`src/rtl/dmem_store_scheduler.sv`:
```
// Store buffer and dual-port scheduler in front of data_memory: loads take ports first, buffered stores drain through idle ports.
// Build option SB_FORWARD_EN enables store-to-load forwarding; without it a load that matches a buffered store stalls until that store drains.
module dmem_store_scheduler #(
    parameter int unsigned DEPTH = 4,
    parameter int unsigned AW    = 16,
    parameter int unsigned DW    = 16
) (
    input  logic                   clock,
    input  logic                   reset,
    input  logic                   st_valid,
    input  logic [AW-1:0]          st_addr,
    input  logic [DW-1:0]          st_data,
    output logic                   st_ready,
    input  logic                   ld0_valid,
    input  logic [AW-1:0]          ld0_addr,
    output logic [DW-1:0]          ld0_data,
    output logic                   ld0_done,
    input  logic                   ld1_valid,
    input  logic [AW-1:0]          ld1_addr,
    output logic [DW-1:0]          ld1_data,
    output logic                   ld1_done,
    output logic                   ld_stall,
    input  logic                   fence_req,
    output logic                   fence_done,
    output logic [$clog2(DEPTH):0] sb_count,
    output logic [AW-1:0]          mem_address0,
    output logic [AW-1:0]          mem_address1,
    output logic                   mem_read0,
    output logic                   mem_read1,
    output logic                   mem_write0,
    output logic                   mem_write1,
    output logic [DW-1:0]          mem_wdata0,
    output logic [DW-1:0]          mem_wdata1,
    input  logic [DW-1:0]          mem_rdata0,
    input  logic [DW-1:0]          mem_rdata1
);

    localparam int unsigned PW = $clog2(DEPTH);
    localparam int unsigned CW = PW + 1;

    typedef struct packed {
        logic [AW-1:0] addr;
        logic [DW-1:0] data;
    } sb_entry_t;

    typedef enum logic [1:0] {
        ST_NORMAL = 2'd0,
        ST_FULL   = 2'd1,
        ST_FENCE  = 2'd2
    } state_t;

    state_t        state;
    state_t        state_nxt;
    sb_entry_t     sb_mem [DEPTH];
    logic [PW-1:0] head;
    logic [PW-1:0] tail;
    logic [PW-1:0] head1;
    logic [CW-1:0] count;
    logic          push;
    logic          two_ok;
    logic [1:0]    drained;
    logic [1:0]    hit;
    logic          hazard;
    logic          idle0;
    logic          idle1;
    logic [AW-1:0] ld_addr [2];
`ifdef SB_FORWARD_EN
    logic [DW-1:0] hit_data [2];
`endif

    assign ld_addr[0] = ld0_addr;
    assign ld_addr[1] = ld1_addr;
    assign st_ready   = (count < CW'(DEPTH)) && (state != ST_FENCE);
    assign push       = st_valid && st_ready;
    assign sb_count   = count;
    assign head1      = head + PW'(1);
    assign two_ok     = (count >= CW'(2)) && (sb_mem[head].addr != sb_mem[head1].addr);

    // Address match per load pipe; scan oldest to youngest so the last hit wins, the same-cycle push is youngest.
    always_comb begin
        hit = '0;
`ifdef SB_FORWARD_EN
        hit_data[0] = '0;
        hit_data[1] = '0;
`endif
        for (int p = 0; p < 2; p++) begin
            for (int i = 0; i < int'(DEPTH); i++) begin
                if ((CW'(i) < count) && (sb_mem[head + PW'(i)].addr == ld_addr[p])) begin
                    hit[p] = 1'b1;
`ifdef SB_FORWARD_EN
                    hit_data[p] = sb_mem[head + PW'(i)].data;
`endif
                end
            end
            if (push && (st_addr == ld_addr[p])) begin
                hit[p] = 1'b1;
`ifdef SB_FORWARD_EN
                hit_data[p] = st_data;
`endif
            end
        end
    end

`ifdef SB_FORWARD_EN
    assign hazard = 1'b0;
`else
    assign hazard = (ld0_valid && hit[0]) || (ld1_valid && hit[1]);
`endif

    assign ld_stall = (state != ST_NORMAL) || hazard;

    // Mode FSM: next state and fence completion pulse.
    always_comb begin
        state_nxt  = state;
        fence_done = 1'b0;
        case (state)
            ST_NORMAL: begin
                if (fence_req) begin
                    state_nxt = ST_FENCE;
                end else if (count == CW'(DEPTH)) begin
                    state_nxt = ST_FULL;
                end
            end
            ST_FULL: begin
                if (count < CW'(DEPTH)) begin
                    state_nxt = ST_NORMAL;
                end
            end
            ST_FENCE: begin
                if (count == '0) begin
                    fence_done = fence_req;
                    state_nxt  = ST_NORMAL;
                end
            end
            default: state_nxt = ST_NORMAL;
        endcase
    end

    // Port assignment: loads first, then in-order drain from head through whichever ports are left idle.
    always_comb begin
        ld0_done     = 1'b0;
        ld1_done     = 1'b0;
        ld0_data     = '0;
        ld1_data     = '0;
        mem_read0    = 1'b0;
        mem_read1    = 1'b0;
        mem_write0   = 1'b0;
        mem_write1   = 1'b0;
        mem_address0 = '0;
        mem_address1 = '0;
        mem_wdata0   = '0;
        mem_wdata1   = '0;
        idle0        = 1'b1;
        idle1        = 1'b1;
        drained      = 2'd0;

        if (ld0_valid && !ld_stall) begin
            ld0_done = 1'b1;
`ifdef SB_FORWARD_EN
            if (hit[0]) begin
                ld0_data = hit_data[0];
            end else
`endif
            begin
                idle0        = 1'b0;
                mem_read0    = 1'b1;
                mem_address0 = ld0_addr;
                ld0_data     = mem_rdata0;
            end
        end

        if (ld1_valid && !ld_stall) begin
            ld1_done = 1'b1;
`ifdef SB_FORWARD_EN
            if (hit[1]) begin
                ld1_data = hit_data[1];
            end else
`endif
            begin
                idle1        = 1'b0;
                mem_read1    = 1'b1;
                mem_address1 = ld1_addr;
                ld1_data     = mem_rdata1;
            end
        end

        // Two same-address entries never drain together, so write order to memory is preserved.
        if (count != '0) begin
            if (idle0) begin
                mem_write0   = 1'b1;
                mem_address0 = sb_mem[head].addr;
                mem_wdata0   = sb_mem[head].data;
                drained      = 2'd1;
                if (idle1 && two_ok) begin
                    mem_write1   = 1'b1;
                    mem_address1 = sb_mem[head1].addr;
                    mem_wdata1   = sb_mem[head1].data;
                    drained      = 2'd2;
                end
            end else if (idle1) begin
                mem_write1   = 1'b1;
                mem_address1 = sb_mem[head].addr;
                mem_wdata1   = sb_mem[head].data;
                drained      = 2'd1;
            end
        end
    end

    always_ff @(posedge clock or negedge reset) begin
        if (!reset) begin
            state <= ST_NORMAL;
            head  <= '0;
            tail  <= '0;
            count <= '0;
        end else begin
            state <= state_nxt;
            head  <= head + PW'(drained);
            if (push) begin
                tail <= tail + PW'(1);
            end
            count <= count + CW'(push) - CW'(drained);
        end
    end

    // Entry storage needs no reset: occupancy is tracked by count alone.
    always_ff @(posedge clock) begin
        if (push) begin
            sb_mem[tail] <= '{addr: st_addr, data: st_data};
        end
    end

endmodule

```
`config.mk`:
```
export PLATFORM = sky130hd
export DESIGN_NAME = dmem_store_scheduler
export DESIGN_NICKNAME = d
export VERILOG_FILES = /design/src/rtl/dmem_store_scheduler.sv
export SDC_FILE = /design/constraint.sdc
export NUM_CORES = 1
export LEC_CHECK = 0
export CAP_MARGIN = 20
export CELL_PAD_IN_SITES_DETAIL_PLACEMENT = 0
export CELL_PAD_IN_SITES_GLOBAL_PLACEMENT = 1
export CORE_ASPECT_RATIO = 0.5
export CORE_MARGIN = 5
export CORE_UTILIZATION = 38
export DETAILED_ROUTE_END_ITERATION = 10
export HOLD_SLACK_MARGIN = 0.06
export PLACE_DENSITY_LB_ADDON = 0.1
export SYNTH_ARGS = -nofsm -noshare
export SYNTH_HDL_FRONTEND = slang
export SYNTH_SLANG_ARGS = --single-unit
```
`constraint.sdc`:
```
create_clock -name clock -period 4.2 [get_ports clock]
set_clock_uncertainty 0.2 [all_clocks]
set_input_delay 0.42 -clock clock [delete_from_list [all_inputs] [get_ports clock]]
set_output_delay 0.42 -clock clock [all_outputs]
set_load 0.1 [all_outputs]
```
==> metrics <==
Leak ~7.4 nW; Final Setup Violations 106; Layout Nets between 1.5k and 2k; status finished, violations left; maximum clock rate a little under 200 MHz; CP max-delay cell dfrtp_4; Filler Cells Inserted 1994; first-pass GRT wire length roughly 70 mm; Die Y roughly 130 um; Power, Total around 18 mW; cell row count 43; Post-Route WL approximately 50 mm; Unique masters post-synth 72; GR Overflow Total 0; Ys Warns 0; CTS buffer count 17; residual DRC count 0; Cell Pwr Density just over 900 nW/um2; clock group share of total power under 10%; Setup CP Type reg2out; pin count of the biggest net entering global routing 35; Pint roughly 8.4 mW; CP bufs+invs 8; failing checks negative setup slack; cells along the critical path buf_12 -> buf_12 -> buf_12 -> mux4_2 -> buf_6 -> xor2_2 -> or4_4 -> o311ai_4 -> buf_6 -> buf_6 -> o41a_1 -> o21ai_4 -> buf_12 -> o221ai_4 -> buf_12; pre-CTS setup slack -0.428 ns; switching pwr 9.43 mW; Layout area overhead 76.7%; Worst Path Required roughly 3.6 ns; crit start category flip-flop; ANT nets after route 0; syn_area_per_cell 10.9 um2; Clock Sink Count around 140; RSZ-0062 raised after global routing yes; Slew @ Worst Pin between 1 and 1.5 ns; Synth Net Count 1108; Final min period a little over 5 ns; Seq pwr share about a tenth; die width roughly 250 um; via count roughly 10k; Max IR drop VDD approximately 1.1 mV; switch share approximately 53%; initial core utilization approximately 39%; post-synthesis cell count around 1000; #FFs+latches synth ~140; post-detail-place hpwl 36.7 mm; Core Area around 28000 um2; Fin. Hold Viols 0; layout cells sized above 1 around half; Rel. slew slack 26.4%; Pins Over Slew Limit 0; Critical Path Sink Type output port; Worst path max stage delay roughly 0.52 ns; period utilisation layout 120%; DR WL/cell between 20 and 30 um; CP delay by family, top buffers and inverters; initial antenna violation count 1; most used cell along the critical path buf_12; I/O Buffers ~210; 1st-iter DRT viols 761; Antenna diodes 0; number of synthesized flops with an enable pin approximately 130; drt pass-1 iters 5; hold crit path type in2async; Placer Congestion slightly above 1; area of the die 32200 um2; Clock H-tree levels 4; I/O pin total between 200 and 250; Worst EP arrival 4.42 ns; CTS tree built; max cap viols 0; number of global-route vias before repair ~11k; post-synthesis sequential area ratio between 30 and 40%; Critical Path Fanout Max 8; Async SR Flop Fraction about 6.6%; CTS root buf clkbuf_16; Clock Latency Late Sink 0.46 ns; Gate power share 82.1%; routed vias/inst 5.55; clk buf depth 2; Mapped Area 10800 um2; post-route setup slack -0.838 ns; GRT Util Overall 29.4%; ys flop type edfxtp_1; Clock Pin Slew Worst Setup and Hold Paths roughly 0.08 ns
[Yosys cell counts (15+ instances only)]
cell type  number  area, um2
nand3_1        30        150
clkbuf_1       45        169
xnor2_1       114        998
and2_1         18        113
mux4_2         38        856
nor2_1         48        180
edfxtp_1      128       3840
xor2_1         76        666
o22ai_1        20        125
mux2_2         26        293
nor3_1         15       75.1
nand4_1        23        144
inv_1          28        105
and3_1         21        131
buf_2          16       80.1
nand2_1        43        161
mux2i_1        88        881
a21oi_1        42        210
[stage by stage]
stage / hold WS, ns / setup TNS (ns) / instance area (um2) / util, % / std cells
after floorplan: -0.0756 / -7.76 / 11600 / - / 999
after global placement: 0.367 / -25.75 / 17100 / 61.3 / 1793
after detailed placement: 0.376 / -28.98 / 17100 / 61.3 / 1793
after CTS: 0.0868 / -66.89 / 18500 / 66.3 / 1858
after global routing: 0.103 / -77.86 / 19200 / 68.7 / 1878
final: 0.0896 / -72.49 / 19200 / 68.7 / 1878
[state kept, by name (all words and copies together), names as in the netlist]
signal / count
sb_mem: 128
state: 2
tail: 2
sb_count: 3
head: 2
[worst reg2reg max path, delay by kind of cell, from the launching register on]
family,cells,cell delay (ns)
buf+inv,7,1.08
compound gates,3,0.80
fa+ha+maj,2,0.56
flops,1,0.52
mux,1,0.51
xor+xnor,3,0.45
simple gates,1,0.43
[routing by layer]
| metal | global-route usage [%] | part of all wire (%) | vias to the layer above |
|---|---|---|---|
| met3 | 9.13 | 7.9 | 60 |
| met2 | 46.4 | 46 | 416 |
| li1 | - | - | 4701 |
| met1 | 40.3 | 45 | 5239 |
| met5 | 0 | 0.065 | - |
| met4 | 6.52 | 1.7 | 2 |
[layout make-up]
class                      instances  area [um2]  share of cell area [%]
tap                              382         478                    2.49
timing repair buffer             556        6360                    33.2
clock buffer                      18         429                    2.24
multi-input combinational        742        7580                    39.5
inverter                          30         125                   0.653
sequential                       137        4080                    21.3
clock inverter                    13         123                   0.640
[final timing paths]
kind	cells after the start	start	to	slack [ns]
max	15	head[0]	mem_address1[12]	-0.84
min	1	reset	head[1]	0.09
max reg2reg	17	head[0]	sb_count[2]	-0.49
min reg2reg	2	state[1]	state[0]	0.39
max in group asynchronous	1	reset	sb_count[2]	3.32
min in group clock	2	state[1]	state[0]	0.39
[kinds of logic after synthesis]
logic type,synth area share (%)
flip-flops,37.5
adder cells (fa/ha/maj),0.877
buffers and inverters,5.27
multiplexers,19.0
XOR/XNOR,15.5
AND/OR/NAND/NOR,11.4
AO/OA/AOI/OAI,10.3
[power by group through the flow]
stage	Clock [mW]	Sequential, mW	Combinational (mW)
global placement	0	1.76	13.2
detailed placement	0	1.77	13.3
CTS	1.51	1.67	14.1
global route	1.58	1.69	15.1
finish	1.51	1.68	14.6
floorplan	0	1.80	8.32
[layout by cell type (no fill, tap or decap), types with 26 or more instances in the layout]
cell	n
a21oi_1	40
buf_12	130
buf_4	274
buf_6	33
clkdlybuf4s50_1	105
edfxtp_1	128
inv_1	27
mux2i_1	74
mux4_2	38
nand2_1	36
nand3_1	26
nor2_1	40
xnor2_1	103
xor2_1	66
[timing repair]
action,4_1_cts,5_1_grt
setup endpoints to repair,105,107
hold buffers,0,0
buffers inserted,29,24
pin swaps,28,51
gates resized for setup,106,93
gates cloned,6,2
(Power assumes the default switching activity.)
